**src/rtl/joypad_event_queue_pkg.sv**
```systemverilog
// Shared definitions for the joypad event queue: button indices, event layout
// and default parameters.
package joypad_event_queue_pkg;

  typedef enum logic [3:0] {
    BTN_UP     = 4'd0,
    BTN_DOWN   = 4'd1,
    BTN_LEFT   = 4'd2,
    BTN_RIGHT  = 4'd3,
    BTN_A      = 4'd4,
    BTN_B      = 4'd5,
    BTN_X      = 4'd6,
    BTN_Y      = 4'd7,
    BTN_L      = 4'd8,
    BTN_R      = 4'd9,
    BTN_SELECT = 4'd10,
    BTN_START  = 4'd11
  } btn_e;

  localparam int unsigned NUM_BTN      = int'(BTN_START) + 1;
  localparam int unsigned EV_W         = 6;
  localparam int unsigned EV_IDX_LSB   = 0;
  localparam int unsigned EV_IDX_W     = 4;
  localparam int unsigned EV_PRESS_BIT = 4;
  localparam int unsigned EV_PAD_BIT   = 5;
  localparam int unsigned COUNT_W      = 5;
  localparam int unsigned DEBOUNCE_DEF = 16;
  localparam int unsigned DEPTH_DEF    = 8;

  typedef logic [NUM_BTN-1:0] btn_vec_t;

  function automatic logic [EV_W-1:0] pack_event(input logic pad, input logic pressed,
                                                 input logic [EV_IDX_W-1:0] idx);
    logic [EV_W-1:0] ev;
    ev = '0;
    ev[EV_PAD_BIT]                 = pad;
    ev[EV_PRESS_BIT]               = pressed;
    ev[EV_IDX_LSB +: EV_IDX_W]     = idx;
    return ev;
  endfunction

endpackage

```
**src/rtl/joypad_event_queue_fifo.sv**
```systemverilog
// Synchronous show-ahead event FIFO; a push into a full FIFO is accepted only
// when the head is popped in the same cycle.
module joypad_event_fifo
  import joypad_event_queue_pkg::*;
#(
  parameter int unsigned DEPTH = DEPTH_DEF
) (
  input  logic               clk_i,
  input  logic               rst_ni,
  input  logic               push_i,
  input  logic [EV_W-1:0]    data_i,
  input  logic               pop_i,
  output logic [EV_W-1:0]    data_o,
  output logic               valid_o,
  output logic               full_o,
  output logic [COUNT_W-1:0] count_o
);
  localparam int unsigned AW = (DEPTH > 1) ? $clog2(DEPTH) : 1;

  logic [EV_W-1:0]    mem_q [DEPTH];
  logic [AW-1:0]      wr_q, rd_q;
  logic [COUNT_W-1:0] cnt_q;
  logic               do_push, do_pop;

  assign valid_o = (cnt_q != '0);
  assign full_o  = (cnt_q == COUNT_W'(DEPTH));
  assign data_o  = mem_q[rd_q];
  assign count_o = cnt_q;
  assign do_pop  = pop_i & valid_o;
  assign do_push = push_i & (~full_o | do_pop);

  always_ff @(posedge clk_i) begin
    if (do_push) mem_q[wr_q] <= data_i;
  end

  always_ff @(posedge clk_i) begin
    if (!rst_ni) begin
      wr_q  <= '0;
      rd_q  <= '0;
      cnt_q <= '0;
    end else begin
      if (do_push) wr_q <= wr_q + 1'b1;
      if (do_pop)  rd_q <= rd_q + 1'b1;
      if (do_push && !do_pop)      cnt_q <= cnt_q + 1'b1;
      else if (do_pop && !do_push) cnt_q <= cnt_q - 1'b1;
    end
  end

endmodule

```
**src/rtl/joypad_event_queue.sv**
```systemverilog
// Two-pad joypad debouncer with change scanner feeding a press/release event FIFO.
module joypad_event_queue
  import joypad_event_queue_pkg::*;
#(
  parameter int unsigned DEBOUNCE = DEBOUNCE_DEF,
  parameter int unsigned DEPTH    = DEPTH_DEF
) (
  input  logic               clk,
  input  logic               res,
  input  logic [NUM_BTN-1:0] button_data_1,
  input  logic [NUM_BTN-1:0] button_data_2,
  output logic               ev_valid,
  input  logic               ev_ready,
  output logic [EV_W-1:0]    ev_data,
  output logic [COUNT_W-1:0] ev_count,
  output logic [NUM_BTN-1:0] held_1,
  output logic [NUM_BTN-1:0] held_2
);
  localparam logic [7:0]  DEB = 8'(DEBOUNCE);
  localparam int unsigned NB2 = 2 * NUM_BTN;

  btn_vec_t       pad_in [2];
  btn_vec_t       samp_q [2], samp_d [2];
  btn_vec_t       held_q [2], held_d [2];
  logic [7:0]     stab_q [2], stab_d [2];
  logic [NB2-1:0] rep_q, rep_d, held_flat, pend;
  logic           found, sel_pad, push, pop, full;
  logic [4:0]     pos;
  logic [3:0]     sel_idx;
  logic [EV_W-1:0] push_data;

  assign pad_in[0] = button_data_1;
  assign pad_in[1] = button_data_2;
  assign held_1    = held_q[0];
  assign held_2    = held_q[1];

  always_comb begin
    for (int unsigned p = 0; p < 2; p++) begin
      samp_d[p] = pad_in[p];
      held_d[p] = held_q[p];
      if (pad_in[p] != samp_q[p])  stab_d[p] = 8'd1;
      else if (stab_q[p] == DEB)   stab_d[p] = stab_q[p];
      else                         stab_d[p] = stab_q[p] + 8'd1;
      if (stab_d[p] == DEB && pad_in[p] != held_q[p]) held_d[p] = pad_in[p];
    end
  end

  // Pad 1 occupies the low half, so a lowest-bit search gives pad 1 priority.
  assign held_flat = {held_q[1], held_q[0]};
  assign pend      = held_flat ^ rep_q;

  always_comb begin
    found = 1'b0;
    pos   = '0;
    for (int unsigned i = NB2; i > 0; i--) begin
      if (pend[i-1]) begin
        found = 1'b1;
        pos   = 5'(i - 1);
      end
    end
    sel_pad   = (pos >= 5'(NUM_BTN));
    sel_idx   = sel_pad ? 4'(pos - 5'(NUM_BTN)) : pos[3:0];
    push_data = pack_event(sel_pad, held_flat[pos], sel_idx);
    push      = found & (~full | pop);
    rep_d     = rep_q;
    if (push) rep_d[pos] = held_flat[pos];
  end

  assign pop = ev_valid & ev_ready;

  always_ff @(posedge clk) begin
    if (!res) begin
      for (int unsigned p = 0; p < 2; p++) begin
        samp_q[p] <= '0;
        stab_q[p] <= '0;
        held_q[p] <= '0;
      end
      rep_q <= '0;
    end else begin
      for (int unsigned p = 0; p < 2; p++) begin
        samp_q[p] <= samp_d[p];
        stab_q[p] <= stab_d[p];
        held_q[p] <= held_d[p];
      end
      rep_q <= rep_d;
    end
  end

  joypad_event_fifo #(.DEPTH(DEPTH)) u_fifo (
    .clk_i   (clk),
    .rst_ni  (res),
    .push_i  (push),
    .data_i  (push_data),
    .pop_i   (pop),
    .data_o  (ev_data),
    .valid_o (ev_valid),
    .full_o  (full),
    .count_o (ev_count)
  );

endmodule
```
**config.mk**
```make
export PLATFORM = sky130hd
export DESIGN_NAME = joypad_event_queue
export DESIGN_NICKNAME = d
export VERILOG_FILES = /design/src/rtl/joypad_event_queue_pkg.sv /design/src/rtl/joypad_event_queue_fifo.sv /design/src/rtl/joypad_event_queue.sv
export SDC_FILE = /design/constraint.sdc
export NUM_CORES = 1
export LEC_CHECK = 0
export CAP_MARGIN = 10
export CORE_ASPECT_RATIO = 0.7
export CORE_UTILIZATION = 58
export CTS_CLUSTER_DIAMETER = 150
export DETAILED_ROUTE_END_ITERATION = 16
export PLACE_DENSITY_LB_ADDON = 0.08
export SETUP_SLACK_MARGIN = 0.02
export SLEW_MARGIN = 40
export SYNTH_ARGS = -nofsm -noshare
export SYNTH_HDL_FRONTEND = slang
export SYNTH_HIERARCHICAL = 1
export SYNTH_SLANG_ARGS = --single-unit
```
**constraint.sdc**
```tcl
create_clock -name clk -period 4.16 [get_ports clk]
set_input_delay 0.832 -clock clk [delete_from_list [all_inputs] [get_ports clk]]
set_output_delay 0.832 -clock clk [all_outputs]
set_load 0.05 [all_outputs]
```
* Yosys cells after proc, flatten, opt, wreduce, memory -nomap -nowiden
Memory sizes are Yosys's and may differ from the RTL's. A register that Yosys moved wholly into a read port is not among the register bits.
Cells that the tools add are included.
** Storage, ports and cells
- Register bits after elaboration :: 35
- RAM bits :: 112
- Word-level logic and storage cells :: 124
- Memories kept :: 4
** Memories
- u_fifo.mem_q :: words 8, bits a word 6, rd ports 1, clocked after Yosys merged registers in 1, write ports 1, RTL line joypad_event_queue_fifo.sv:20 : logic [EV_W-1:0] mem_q [DEPTH];
- held_q :: words 2, bits a word 12, rd ports 2, clocked after Yosys merged registers in 0, write ports 2, RTL line joypad_event_queue.sv:24 : btn_vec_t held_q [2], held_d [2];
- samp_q :: words 2, bits a word 12, rd ports 2, clocked after Yosys merged registers in 0, write ports 2, RTL line joypad_event_queue.sv:23 : btn_vec_t samp_q [2], samp_d [2];
- stab_q :: words 2, bits a word 8, rd ports 2, clocked after Yosys merged registers in 0, write ports 2, RTL line joypad_event_queue.sv:25 : logic [7:0] stab_q [2], stab_d [2];
** Operators by class
- Add/sub/neg operators :: 7
- Magnitude comparators :: 3
- Eq/ne operators :: 9
- Multiplexer cells :: 74
- Bitwise gates (word level) :: 14
- Reduce and logical (&&, ||, !) cells :: 9
** Operators with widths (number)
- $mux W5 :: 26
- $mux W12 :: 6
- $mux W8 :: 6
- $ne A12 B12 Y1 :: 4
- $eq A8 B5 Y1 const B :: 4
- $mux W1 :: 30
- $bwmux W24 :: 1
- $xor A24 B24 Y24 :: 1
- $add A8 B1 Y8 const B :: 2
- $or A1 B1 Y1 :: 8
- $add A3 B1 Y3 const B :: 2
- $lt A5 B6 Y1 const B :: 1
- $mux W3 :: 2
- $add A5 B1 Y5 const B :: 1
- $bmux W1 S5 :: 1
- $demux W1 S5 :: 1
- $eq A5 B4 Y1 const B :: 1
- $ge A5 B1 Y1 const B :: 1
- $ge A5 B4 Y1 const B :: 1
- $logic_and A1 B1 Y1 :: 5
- $reduce_bool A5 Y1 :: 1
- $sub A5 B1 Y5 const B :: 1
- $and A1 B1 Y1 :: 4
- $mux W4 :: 1
- 4 further kinds :: 5

* Longest topological paths before layout
Gate-level depths: netlist of run 1.
- Depth in word-level cells :: 31
- Depth in mapped cells :: 16
- Mapped depth without buffers :: 14

* Hierarchy
The synthesis of run 1 kept the hierarchy.
** By module, submodules not included
- joypad_event_queue :: instances 1, cells an instance 566, area each 4848.4 um^2
- joypad_event_fifo :: instances 1, cells an instance 155, area each 2590.0 um^2

* Worst setup path before layout of run 1
OpenSTA, ideal clock, no wires.
- Path type :: flip-flop to flip-flop
- Start point :: register u_fifo.cnt_q[0] (netlist: u_fifo/count_o[0])
- End point :: register u_fifo.cnt_q[4] (netlist: u_fifo/count_o[4])
- Setup time :: 72 ps
- Arrival time :: 3839 ps
- Data required time :: 4088 ps
- Slack :: 249 ps
- Cell stages (with the launch flop) :: 17
- Period minus slack after synthesis :: 3911 ps
- Path through :: dfxtp_1 or4_4 buf_6 nand2b_1 and2_1 nand2b_1 clkbuf_4 o21a_1 o21ai_2 inv_1 ha_1 inv_1 ha_1 a21oi_1 a211oi_1 a31oi_1 mux2i_1
** On the way
- Longest elaborated chain between the ends :: 8
- Elaborated cells on any way between the ends :: 18
- Classes of those cells :: add/sub (2); eq/ne (1); mux (2); bitwise (7); reduce/logical (6)
** Ends and longest elaborated chain
- start, declared :: RTL line joypad_event_queue_fifo.sv:22 : logic [COUNT_W-1:0] cnt_q;
- start signal, assigned :: RTL line joypad_event_queue_fifo.sv:44 : if (do_push && !do_pop) cnt_q <= cnt_q + 1'b1;
- start signal, assigned :: RTL line joypad_event_queue_fifo.sv:45 : else if (do_pop && !do_push) cnt_q <= cnt_q - 1'b1;
- $reduce_bool A5 Y1 * :: RTL line joypad_event_queue_fifo.sv:25 : assign valid_o = (cnt_q != '0);
- named net ev_valid :: RTL line joypad_event_queue.sv:12 : output logic ev_valid,
- $and A1 B1 Y1 * :: RTL line joypad_event_queue.sv:69 : assign pop = ev_valid & ev_ready;
- named net pop :: RTL line joypad_event_queue.sv:27 : logic found, sel_pad, push, pop, full;
- $or A1 B1 Y1 * :: RTL line joypad_event_queue.sv:64 : push = found & (~full | pop);
- $and A1 B1 Y1 * :: RTL line joypad_event_queue.sv:64
- named net push :: RTL line joypad_event_queue.sv:27
- $and A1 B1 Y1 * :: RTL line joypad_event_queue_fifo.sv:30 : assign do_push = push_i & (~full_o | do_pop);
- named net u_fifo.do_push :: RTL line joypad_event_queue_fifo.sv:23 : logic do_push, do_pop;
- $logic_not A1 Y1 :: RTL line joypad_event_queue_fifo.sv:45
- $logic_and A1 B1 Y1 :: RTL line joypad_event_queue_fifo.sv:45
- $reduce_bool A2 Y1 (no line)
Mark *: on every way through the listed nets, which the timed path passes. The rest lies on a longest branch. The select of a mux whose other input is x is not followed.
A chain may end at the register's enable or synchronous reset.

* Final worst setup path of run 1
- Start point :: register u_fifo.cnt_q[0] (netlist: u_fifo/count_o[0])
- End point :: register u_fifo.cnt_q[4] (netlist: u_fifo/count_o[4])
** On the way
- Longest elaborated chain between the ends :: 8
- Elaborated cells on any way between the ends :: 18
- Classes of those cells :: add/sub (2); eq/ne (1); mux (2); bitwise (7); reduce/logical (6)
** Ends and longest elaborated chain (RTL line)
- $reduce_bool A5 Y1 * :: joypad_event_queue_fifo.sv:25
- $and A1 B1 Y1 * :: joypad_event_queue.sv:69
- named net pop :: joypad_event_queue.sv:27
- $or A1 B1 Y1 * :: joypad_event_queue.sv:64
- $and A1 B1 Y1 * :: joypad_event_queue.sv:64
- named net push :: joypad_event_queue.sv:27
- $and A1 B1 Y1 * :: joypad_event_queue_fifo.sv:30
- named net u_fifo.do_push :: joypad_event_queue_fifo.sv:23
- $logic_not A1 Y1 :: joypad_event_queue_fifo.sv:45
- $logic_and A1 B1 Y1 :: joypad_event_queue_fifo.sv:45
- $reduce_bool A2 Y1 (no line)
Marks and branches as above.

==> results by group, run 1 <==
CTS
  • Clock latency on the worst-skew pair: around 0.42 ns
  • Setup repair bufs after CTS: 0
  • Maximum clock insertion buffer count: 2
  • Cts repair resizes: 0
  • CTS H-tree lvls: 4
  • CTS root buffer: clkbuf_16
  • CTS tree: done
  • Cts-stage hold buffer count: 0
  • CTS clk-pin slew, worst paths: 0.07 ns
  • Num CTS Buffers: 17
  • TritonCTS Sinks: 150

Floorplanning
  • Die X: 137.4 um
  • Die area: approximately 0.013 mm2
  • Initial Util: 59.68%
  • DIE HEIGHT: 96.75 um
  • Placeable core area: 0.01246 mm2
  • Num ports: 63
  • # rows: 34

Timing
  • Final setup margin: 0.5336 ns
  • Peak Freq: 275.8 MHz
  • Final setup viols: 0
  • Max-slew violation count: 0
  • Setup TNS: 0 ns
  • Slew headroom: 54.40%
  • Setup Skew: 0.009596 ns
  • Worst-margin pin slew: about 0.68 ns
  • Period utilization: 87.17%
  • Min Tclk post-route: 3.626 ns
  • Hold Vio Cnt, Final: 0
  • WHS: 0.5008 ns
  • RSZ-0062 raised after global routing: no

Placed design
  • Setup WS pre-CTS: slightly above 0.4 ns
  • GPL Wtd Cong: 0.9530
  • Placed wire-length estimate: around 12000 um
  • PortBufs: 62
  • Placed cells: 929

Drt
  • Iter 0 DRT Violations: 407
  • TritonRoute pass-1 iters: 5
  • Routed wire length: 17580 um
  • Drt drc: 0
  • Routed vias: 5722
  • Via density: 5.954
  • Routed WL per cell: 18.29 um
  • Post-route ant nets: 0

Power
  • Comb power frac: 3.3%
  • P_int: 2.345 mW
  • Leak pwr: between 3 and 4 nW
  • Clock power frac: 47.1%
  • Sequential share of power: 49.7%
  • Total Power: 3.062 mW
  • Psw: about 0.72 mW
  • Worst vdd ir: 0.0003141 V
  • Switching Fraction: roughly a quarter
  • PD cells: 349.6 mW/mm2

Global routing
  • GRT Total Usage: 28.63%
  • Overflow after GRT: 0
  • Vias in the first global route: 5627
  • First-pass GRT wire length: 28920 um
  • Largest net degree at the start of global routing: 44
  • Antenna violations before repair: 0

Yosys
  • Synth top area share: 27.45%
  • Cell taking the most area after synthesis: dfxtp_1
  • Count leader, synth: dfxtp_1
  • Sequential fraction of the synthesis area: 46.83%
  • Async SR Flop Fraction: 0%
  • Post-Syn Area per Cell: a little over 10 um2
  • Post-synth top flop: dfxtp_1
  • Post-Syn Area: 0.007438 mm2
  • EDFF count, synth: 48
  • Area contributors post-synth: dfxtp_1 (27%), edfxtp_1 (19%), xor2_1 (6.6%)
  • Synth top cells by count: dfxtp_1 (102), nor2_1 (78), xor2_1 (56)
  • Syn Inst Count: 721
  • Yosys cell types: 75
  • Warnings, synthesis: 6
  • Post-Syn Nets: 760
  • Register bit total from synthesis: 150

Critical path
  • Critical path's slowest cell: or4_4
  • Critical path fanouts, max: 8
  • Critical Path End Type: flip-flop
  • FF-to-FF path depth: 14
  • Reg-to-Reg End: u_fifo/count_o[4]
  • R2R Path Start: u_fifo/count_o[0]
  • Worst Path Arrival: 3.98 ns
  • CP startpoint kind: flip-flop
  • Worst path cell trace: or4_4 > nand2b_1 > and2_1 > nand2b_1 > o21a_1 > o21ai_2 > inv_1 > ha_1 > inv_1 > ha_1 > a21oi_1 > a211oi_1 > a31oi_1 > mux2i_1
  • Worst Path Required: 4.51 ns
  • CP max stage delay: 0.63 ns
  • Flop-to-flop setup slack: roughly 0.53 ns
  • Critical path type: reg2reg

Worst hold path
  • Hold EP: rep_q[14]
  • Hold WC Path Type: reg2reg
  • Hold Path Cell Cnt: 2
  • HP Start: rep_q[14]

Finish
  • Layout cells sized above 1: roughly a tenth
  • Diode count: 0
  • Area Growth Syn to Fin: 17.78%
  • Non-filler cells, final: slightly below 1000
  • Final net count: 825

Status
  • Status: finished, final reports clean

Run
  • MaxCap Viol Count: 0
-- worst max-delay path by stage --
| stage | start | cells after the start | endpoint |
|---|---|---|---|
| 2_1_floorplan | u_fifo/count_o[0] | 16 | u_fifo/count_o[4] |
| 3_3_place_gp | ev_ready | 13 | u_fifo/count_o[4] |
| 3_5_place_dp | ev_ready | 13 | u_fifo/count_o[3] |
| 4_1_cts | u_fifo/count_o[0] | 14 | u_fifo/count_o[4] |
| 5_1_grt | u_fifo/count_o[0] | 14 | u_fifo/count_o[4] |
| 6_report | u_fifo/count_o[0] | 14 | u_fifo/count_o[4] |
-- stage by stage --
stage / instance area (um2) / util, %
after floorplan: 7438 / -
after global placement: 8214 / 65.90
after detailed placement: 8214 / 65.90
after CTS: 8761 / 70.29
after global routing: 8761 / 70.29
final: 8761 / 70.29
-- state kept, by name, indices dropped and copies added, names as in the netlist, named ones only --
| name | flops |
|---|---|
| samp_q | 24 |
| stab_q | 16 |
| held_q | 24 |
| rep_q | 24 |
| u_fifo/rd_q | 3 |
| u_fifo/count_o | 5 |
| u_fifo/wr_q | 3 |
| u_fifo/mem_q | 48 |
-- layout make-up --
type | count | area (um2)
sequential | 150 | 3483
inverter | 15 | 56.30
clock inverter | 13 | 113.9
tap | 162 | 202.7
clock buffer | 19 | 432.9
fill | 937 | 3704
multi-input combinational | 525 | 3739
timing repair buffer | 77 | 733.2
-- placed cells by master, fill, tap and decap left out, drive strengths merged, types with 3 or more instances in the layout --
master | synthesis | layout
mux4 | 12 | 12
nand3 | 29 | 29
o21ai | 21 | 21
a21boi | 5 | 5
mux2 | 7 | 7
nor2 | 79 | 79
clkinvlp | 0 | 6
nor4 | 13 | 13
o21bai | 6 | 6
inv | 13 | 20
xor2 | 56 | 56
a31oi | 9 | 9
buf | 12 | 15
nand2 | 47 | 47
o211ai | 5 | 5
nand2b | 5 | 5
a21oi | 27 | 27
mux2i | 29 | 29
ha | 11 | 11
clkdlybuf4s50 | 0 | 62
and3 | 4 | 4
edfxtp | 48 | 48
nand4 | 9 | 9
xnor2 | 47 | 47
nor3 | 26 | 26
and2 | 34 | 34
dfxtp | 102 | 102
o311a | 6 | 6
nor2b | 3 | 3
clkbuf | 19 | 19
-- cells by family (layout without fill, tap and decap cells) --
logic type                 after synthesis  after routing  synth area share (%)
buffers and inverters                   46            124                 2.977
adders and majority gates               12             12                 2.119
DFF                                    150            150                 46.83
xor gates and xnor gates               103            103                 12.23
and+or+nand+nor                        260            260                 17.29
muxes                                   48             48                 8.646
AOI/OAI and AO/OA                      102            102                 9.908
-- per-layer routing --
metal	up-vias	global-route usage (%)	share of wire, %	wire length, um
li1	2698	-	-	-
met4	0	9.637	1.5	268
met5	-	0	0	0
met1	2805	40.57	47	8277
met3	29	5.975	5.6	986
met2	190	43.51	46	8042
-- power groups by stage --
stage               sequential, mW  combinational, mW  clock (mW)
finish                        1.52              0.100        1.44
global route                  1.52              0.110        1.54
CTS                           1.52              0.100        1.47
detailed placement            1.55             0.0996           0
global placement              1.55             0.0970           0
floorplan                     1.55             0.0507           0
-- worst max-delay path, delay by kind of cell, from the launching register on --
| kind | cells | cell delay (ns) |
|---|---|---|
| and+or+nand+nor | 4 | 1.36 |
| AOI/OAI and AO/OA | 5 | 0.88 |
| adders and majority gates | 2 | 0.51 |
| DFF | 1 | 0.37 |
| buffers and inverters | 2 | 0.22 |
| muxes | 1 | 0.20 |
Power figures use the tool's default switching activity.
==> run 2, diff against run 1 <==
Settings changed: RECOVER_POWER set to 100.
==> run 2 against run 1 <==
Compared with the run above:
- the run now ends with max-capacitance violations, max-slew violations left
- highest routed layer unchanged
- fmax decreased by 2.2%
- sequential share of layout area grew 0.42 points
- via count shrank 0.52%
- clock skew decreased by 0.00085 ns
- utilization is 0.73 points lower
- first-iteration DRC count is 17% higher
- combinational power about the same
- largest cell class unchanged
- non-clock buffer count is the same
- design area is 1.0% lower
- sequential power about the same
- register-to-register slack got worse by 0.08 ns
==> results by group, run 2 (synthesis gave the netlist of run 1 again) <==
Status
  • Status: finished with violations
  • Failing checks: max-capacitance violations, max-slew violations

Drt
  • Post-route ant nets: 0
  • TritonRoute pass-1 iters: 7
  • Via density: between 5 and 6
  • Routed vias: 5692
  • Routed wl met3: 1094 um
  • Routed WL per cell: 18.28 um
  • Routed wire length: 17570 um
  • Routed length on met1: just over 8000 um
  • Drt drc: 0
  • Top Layer Used: met4
  • Iter 0 DRT Violations: 475
  • Met2 routed wirelength: between 8000 and 9000 um

Floorplanning
  • # rows: 34
  • Num ports: 63
  • DIE HEIGHT: 96.75 um
  • Initial Util: between 50% and 60%
  • Placeable core area: 0.01246 mm2
  • Die X: 137.4 um
  • Die area: 0.01329 mm2

Finish
  • Max reg flops: 48
  • Area Growth Syn to Fin: 16.55%
  • Fin util: 69.55%
  • Diode count: 0
  • Reg with most FFs: u_fifo/mem_q
  • Final net count: 825
  • Layout cells sized above 1: around 8.3%
  • Commonest non-fill, non-tap cell in the layout: dfxtp_1
  • Most frequent cells in the layout: dfxtp_1 (102), nor2_1 (78), xor2_1 (56)
  • Fillers: 951

Timing
  • Hold Vio Cnt, Final: 0
  • RSZ-0062 raised after global routing: no
  • Min Tclk post-route: approximately 3.7 ns
  • Peak Freq: 269.7 MHz
  • Setup TNS: 0 ns
  • Final setup viols: 0
  • Period utilization: 89.13%
  • Max-slew violation count: 44
  • Worst-margin pin slew: between 2 and 2.5 ns
  • Slew headroom: -41.38%
  • Setup Skew: roughly 0.009 ns

CTS
  • CTS H-tree lvls: 4
  • Num CTS Buffers: 17
  • CTS root buffer: clkbuf_16
  • CTS tree: done
  • Setup repair bufs after CTS: 0
  • Cts-stage hold buffer count: 0
  • TritonCTS Sinks: 150
  • Clock latency on the worst-skew pair: 0.42 ns
  • CTS clk-pin slew, worst paths: 0.06 ns
  • Maximum clock insertion buffer count: 2
  • Cts repair resizes: 0

Global routing
  • GRT Total Usage: 28.63%
  • Overflow after GRT: 0
  • Vias in the first global route: 5627
  • Antenna violations before repair: 0
  • Largest net degree at the start of global routing: 44
  • First-pass GRT wire length: 28920 um

Critical path
  • Flop-to-flop setup slack: 0.45 ns
  • Critical Path End Type: flip-flop
  • CP startpoint kind: flip-flop
  • Worst Path Required: 4.37 ns
  • Critical path type: reg2reg
  • Worst Path Arrival: 3.92 ns
  • Critical path fanouts, max: 9

Power
  • Leak pwr: 3.492 nW
  • PD cells: 352.8 mW/mm2
  • P_int: 2.344 mW
  • Worst vdd ir: a little over 0.0003 V
  • Psw: 0.7145 mW
  • Comb power frac: 3.2%
  • Sequential share of power: approximately 50%
  • Clock power frac: 47.1%
  • Switching Fraction: 23.36%

Run
  • MaxCap Viol Count: 1

Placed design
  • Placed wire-length estimate: 12340 um
  • GPL Wtd Cong: 0.9530
  • PortBufs: 62

Worst hold path
  • Hold WC Path Type: reg2reg
## run 2: stage by stage
| stage | worst slack [ns] | hold WS, ns | cells | total power, mW | area, um2 |
|---|---|---|---|---|---|
| global route | 0.1614 | 0.5140 | 961 | 3.166 | 8670 |
| global placement | 0.4754 | 0.4769 | 929 | 1.649 | 8214 |
| detailed placement | 0.4044 | 0.4922 | 929 | 1.653 | 8214 |
| finish | 0.4524 | 0.4968 | 961 | 3.058 | 8670 |
| floorplan | 0.2490 | 0.4610 | 721 | 1.602 | 7438 |
| CTS | 0.5371 | 0.5011 | 961 | 3.088 | 8761 |
## run 2: worst max-delay path: stages (launching register included)
cell	delay, ns
dfxtp_1	0.38
xnor2_1	0.41
o211ai_1	0.19
a311oi_1	0.49
o221ai_1	0.28
nand2_1	0.28
o311ai_1	0.12
a32oi_1	0.86
a221oi_1	0.18
nand3_1	0.30
## run 2: final timing paths
path	start	endpoint	depth (start not counted)
setup reg to reg	held_q[0][19]	u_fifo/mem_q[5][4]	9
setup / recovery	held_q[0][19]	u_fifo/mem_q[5][4]	9
hold reg to reg	rep_q[19]	rep_q[19]	2
hold / removal	rep_q[19]	rep_q[19]	2
## run 2: layout make-up
cell class	instances	area [um2]	share of cell area [%]
inverters	15	56.30	0.6494
flip-flops and latches	150	3483	40.18
repair buffers	77	703.2	8.111
multi-input cells	525	3677	42.42
well taps	162	202.7	2.338
clock buffers	19	432.9	4.994
clock inverters	13	113.9	1.313
## run 2: power by group through the flow
stage	registers (mW)	logic, mW	clock network [mW]
after detailed placement	1.55	0.0996	0
after global routing	1.52	0.109	1.54
after CTS	1.52	0.100	1.47
after global placement	1.55	0.0970	0
after floorplan	1.55	0.0507	0
final	1.52	0.0984	1.44
## run 2: per-layer routing
layer | global-route usage, % | up-vias
met1 | 40.57 | 2766
li1 | - | 2699
met4 | 9.637 | 0
met5 | 0 | -
met3 | 5.975 | 26
met2 | 43.51 | 201
